### src/rtl/instruction_fetch.sv
// Fetch stage: owns the PC, fetches one instruction per step over a req/ack
// handshake and advances the PC by pc + 4 + pc_offset once execution completes.
module instruction_fetch #(
    parameter logic [31:0] RESET_PC = 32'h0000_0000
) (
    input  logic        clk,
    input  logic        rst,
    output logic        imem_req,
    output logic [31:0] imem_addr,
    input  logic        imem_ack,
    input  logic [31:0] imem_rdata,
    output logic [31:0] instr,
    output logic [5:0]  opcode,
    output logic [25:0] jtr,
    output logic [31:0] pc,
    output logic        instr_valid,
    input  logic        exec_done,
    input  logic [31:0] pc_offset,
    input  logic        halt,
    output logic        halted,
    output logic        pc_misalign,
    output logic [31:0] instr_count
);

    typedef enum logic [1:0] {
        IDLE,
        FETCH,
        EXEC,
        HALTED
    } state_t;

    state_t      state;
    state_t      state_next;
    logic        load_instr;
    logic        retire;
    logic [31:0] pc_next_raw;

    always_ff @(posedge clk or posedge rst) begin
        if (rst) begin
            state <= IDLE;
        end else begin
            state <= state_next;
        end
    end

    // Handshake outputs depend on the state register only, never on inputs.
    always_comb begin
        state_next  = state;
        imem_req    = 1'b0;
        instr_valid = 1'b0;
        halted      = 1'b0;
        load_instr  = 1'b0;
        retire      = 1'b0;
        case (state)
            IDLE: begin
                state_next = FETCH;
            end
            FETCH: begin
                imem_req = 1'b1;
                if (imem_ack) begin
                    load_instr = 1'b1;
                    state_next = EXEC;
                end
            end
            EXEC: begin
                instr_valid = 1'b1;
                if (exec_done) begin
                    retire     = 1'b1;
                    state_next = halt ? HALTED : FETCH;
                end
            end
            HALTED: begin
                halted = 1'b1;
            end
            default: begin
                state_next = IDLE;
            end
        endcase
    end

    assign pc_next_raw = pc + 32'd4 + pc_offset;

    always_ff @(posedge clk or posedge rst) begin
        if (rst) begin
            pc          <= RESET_PC;
            instr       <= '0;
            instr_count <= '0;
            pc_misalign <= 1'b0;
        end else begin
            if (load_instr) begin
                instr <= imem_rdata;
            end
            if (retire) begin
                // Low bits are dropped so the fetch address stays word-aligned.
                pc          <= {pc_next_raw[31:2], 2'b00};
                instr_count <= instr_count + 32'd1;
                if (pc_next_raw[1:0] != 2'b00) begin
                    pc_misalign <= 1'b1;
                end
            end
        end
    end

    assign imem_addr = pc;
    assign opcode    = instr[31:26];
    assign jtr       = instr[25:0];

endmodule

### config.mk
export PLATFORM = sky130hd
export DESIGN_NAME = instruction_fetch
export DESIGN_NICKNAME = d
export VERILOG_FILES = /design/src/rtl/instruction_fetch.sv
export SDC_FILE = /design/constraint.sdc
export NUM_CORES = 1
export LEC_CHECK = 0
export ABC_AREA = 1
export BUFFER_PORTS_ARGS = -buffer_cell sky130_fd_sc_hd__buf_2
export CORE_ASPECT_RATIO = 1.75
export CORE_MARGIN = 8
export CORE_UTILIZATION = 40
export DETAILED_ROUTE_END_ITERATION = 12
export HOLD_SLACK_MARGIN = 0.15
export PLACE_DENSITY = 0.68
export SYNTH_ARGS = -nofsm -noshare
export SYNTH_HDL_FRONTEND = slang
export SYNTH_SLANG_ARGS = --single-unit
### constraint.sdc
create_clock -name clk -period 3.31 [get_ports clk]
set_input_delay 0.662 -clock clk [delete_from_list [all_inputs] [get_ports clk]]
set_output_delay 0.662 -clock clk [all_outputs]
set_load 0.02 [all_outputs]
# ---- After elaboration in Yosys (flattened, before gate mapping)
# Cells that the tools add are included.
dict set report totals {
  out_inout_bits 164
  register_bits 97
}
dict set report classes {
  addsub 3
  reduce_logical 5
  n_eq_ne 5
  mux 11
}
# op n
set ops {}
lappend ops {{adder 32 x 1 -> 32 bit (second input constant)} 1}
lappend ops {{adder 32 x 3 -> 32 bit (second input constant)} 1}
lappend ops {{adder 32 bit} 1}
lappend ops {{two-way mux 1 bit} 7}
lappend ops {{two-way mux 2 bit} 3}
lappend ops {{one-hot mux 2 bit (3 select lines)} 1}
lappend ops {{equality test 2 bit (second input constant)} 2}
lappend ops {{inequality test 2 bit (second input constant)} 2}
lappend ops {{AND reduction 3 bit} 1}
lappend ops {{nonzero test 3 bit} 1}
lappend ops {{equality test 2 x 1 -> 1 bit (second input constant)} 1}
lappend ops {{zero test 2 bit} 1}
lappend ops {{AND reduction 2 bit} 1}
lappend ops {{nonzero test 2 bit} 1}

# ---- Logic depth before layout (Yosys ltp)
dict set report logic_depth {
  depth_word 4
  mapped_depth 16
  mapped_depth_nobuf 16
}

# ---- Least setup slack after synthesis
# OpenSTA, ideal clock, no wires.
dict set report synth_timing {
  path_type {input port to flip-flop}
  start {input pc_offset[3]}
  end {register pc[31], in the netlist imem_addr[31]}
  setup_slack_ns 0.958
  arrival_ns 2.234
  stages 14
  t_required_ns 3.192
  n_path_buf 0
  setup_time_ns 0.118
  cell_sequence {ha_1 -> ha_1 -> inv_1 -> fa_1 -> inv_1 -> nand3_1 -> nand3_1 -> nand3_1 -> nand3_1 -> nand2_1 -> nand2_1 -> nand2_1 -> nand3_1 -> nand2_1}
}
dict set report synth_via {
  elab_chain_cells 1
}
# item line_no
set synth_lines {}
lappend synth_lines {{start, declared} 18} ;# input logic [31:0] pc_offset,
lappend synth_lines {{adder 32 bit} 81} ;# assign pc_next_raw = pc + 32'd4 + pc_offset;
lappend synth_lines {{end signal, assigned} 95} ;# pc <= {pc_next_raw[31:2], 2'b00};
lappend synth_lines {{end, declared} 15} ;# output logic [31:0] pc,
# Every way passes these cells.
# A chain may end at the register's enable or synchronous reset.

# ---- Final worst setup path
dict set report layout_timing {
  start {register pc[13], in the netlist imem_addr[13]}
  end {register pc[22], in the netlist imem_addr[22]}
}
dict set report layout_via {
  elab_chain_cells 2
}
# item line_no
set layout_lines {}
lappend layout_lines {{adder 32 x 3 -> 32 bit} 81}
lappend layout_lines {{adder 32 bit} 81}
# Every way passes these cells.

==> flow_summary.toml <==
[final_layout]
nets = 1208
diodes = 0
fillers = 1755
drive_gt1_share_pct = 27.7
instances_no_fill = 1311
area_growth_pct = 17.7

[floorplan]
io-pin-count = 233
fp.dieH_um = 191
core_mm2 = 0.0174
chipWidth_um = 116
dieArea_mm2 = 0.0222
start_util_pct = 40.4
fp-row-count = 64

[global_routing]
grt_pass1_vias = 6328
grt_max_degree = 48
antenna_found_initial = 0
grt.overflow.total = 0
grt_pass1_wl_mm = 31.2
grt_usage_pct = 18.0

[drt]
highest_layer = "met4"
dr.pass1.iters = 4
wire_per_inst_um = 15.0
wl_met1_mm = 7.32
drt-initial-drc-count = 221
drcViolationCount = 0
viasPerCell = 4.64
drt_wl_total_mm = 19.6
met2WireLength_mm = 10.4
vias = 6081
met3_length_um = 970
final_antenna_net_count = 0

[yosys]
async_reset_ff_share_pct = 100
syn-mean-instance-area_um2 = 7.75
synth_area_mm2 = 0.00702
synth_warnings = 0
ys_seq_area_share_pct = 34.6
synth.top_cell.area_share_pct = 34.6
ys_ff_latch = 97
synth_edf_count = 0
synth_ff_type = "dfrtp_1"
ys_types = 35
synthTopCellsByCount = "nand2_1, inv_1, dfrtp_1"
synth_cells = 905
synth_most_common_cell = "nand2_1"
synth_top_cell_by_area = "dfrtp_1"
synth_area_leaders = "dfrtp_1, nand2_1, ha_1"

[critical_path]
end_kind = "flop"
cp.required_ns = 3.56
path_buf_inv = 0
worstRegToRegCells = 11
crit_chain = "ha_1, ha_1, nand2_1, nor2_1, nand3_1, nand3b_1, nand2_1, nand2_1, nand2_1, nand3_1, nand2_1"
crit_family = "simple AND/OR/NAND/NOR gates"
path_class = "flop to flop"
startpoint_type = "flop"
r2r-start = "imem_addr[13]"
worst_path_most_repeated_cell = "nand2_1"
worst-r2r-setup-slack_ns = 0.84
cp_max_fo = 5
cp_num_cells = 11
critPathLaunch = "imem_addr[13]"
r2r-end = "imem_addr[22]"
slowest_delay_ns = 0.46
cp.arrival_ns = 2.73
crit_end = "imem_addr[22]"
crit_path_top_delay_cell = "dfrtp_1"

[worst_hold_path]
hp-class = "input port to asynchronous set/reset pin"

[placement]
placedCellCount = 1295
place_ws_ns = 0.523
place.gp.congestion = 0.946
port_buffers = 228
dp_hpwl_mm = 16.1

[timing]
timing.final.hold_violations = 0
relSlewSlack_pct = 60.6
drv_slew = 0
tns_ns = 0
rsz0062_at_grt = "false"
worst_pin_slew_ns = 0.592
setup_slack_ns = 0.836
fin_worst_skew_ns = 0.0186
setup_viol = 0
period_share_pct = 74.8
fmax_mhz = 404
fin_crit_ns = 2.47

[pwr]
irDropWorstVdd_mv = 0.608
total_power_mw = 7.60
pwr_density_cell_mw_per_mm2 = 920
leakagePower_nw = 4.95

[clock_network]
path_clk_slew_ns = 0.08
holdBufCountCts = 0
cts_buffers = 9
cts.sink_count = 97
clk_path_buf_depth = 2
cts_tree = "built"
clk_latency_ns = 0.36
root_buffer = "clkbuf_16"
post_cts_buffers = 0
post_cts_resized = 0
ctsHtreeMaxLevel = 3

[run]
cap_viol_max_count = 0

[run_status]
status = "finished, final reports clean"
## power by group
part / switching [mW] / internal, mW
sequential: 0.379 / 1.59
combinational: 2.93 / 1.58
clock: 0.522 / 0.603
## stage by stage
stage / utilization (%) / instance area, um^2 / hold slack (ns)
after floorplan: - / 7030 / 0.524
after global placement: 45.8 / 7950 / 0.456
after detailed placement: 45.8 / 7950 / 0.457
after CTS: 47.6 / 8260 / 0.379
after global routing: 47.6 / 8260 / 0.413
final: 47.6 / 8260 / 0.360
## final cells by class
class | instances | area, um^2 | area share, %
multi-input cells | 603 | 3570 | 43.2
well taps | 231 | 289 | 3.50
flip-flops and latches | 97 | 2430 | 29.4
inverters | 132 | 498 | 6.03
clock buffers | 9 | 225 | 2.73
repair buffers | 232 | 1170 | 14.2
clock inverters | 7 | 83.8 | 1.01
## how the worst min path moves through the flow
stage | from | depth (start not counted) | endpoint | slack, ns
2_1_floorplan | state[1] | 2 | state[1] | 0.52
3_3_place_gp | instr_count[31] | 1 | instr_count[31] | 0.46
3_5_place_dp | pc_misalign | 1 | pc_misalign | 0.46
4_1_cts | rst | 2 | imem_addr[23] | 0.38
5_1_grt | rst | 2 | instr[27] | 0.41
6_report | rst | 2 | imem_addr[23] | 0.36
## registers in the layout, summed over array words and instances (netlist names)
signal,flops
imem_addr,30
instr,32
instr_count,32
pc_misalign,1
state,2
## layer usage
metal,vias to the layer above,track usage [%]
met1,2769,18.6
met4,0,9.63
met2,169,33.3
met5,-,0
li1,3093,-
met3,50,3.10
## cell families after synthesis
logic type / Yosys count / synth area share (%)
fa+ha+maj: 64 / 11.5
flops: 97 / 34.6
xor+xnor: 41 / 5.12
other cells: 1 / 0.0534
buf+inv: 208 / 14.7
mux: 32 / 5.13
simple gates: 418 / 25.5
compound gates: 44 / 3.37
## placed cells by master, fill, tap and decap left out, types with 3 or more instances in the layout
master	instances
nand2_1	286
buf_2	228
inv_1	129
dfrtp_1	97
ha_1	63
nor2_1	52
nand3_1	45
mux2_2	32
xnor2_1	25
a21oi_1	19
o21ai_0	19
xor2_1	16
clkbuf_16	9
nand4_1	8
nand3b_1	6
nor3_1	5
nand3_2	5
conb_1	4
buf_4	4
o21bai_1	3
No activity file was read; power rests on OpenSTA's default activity.
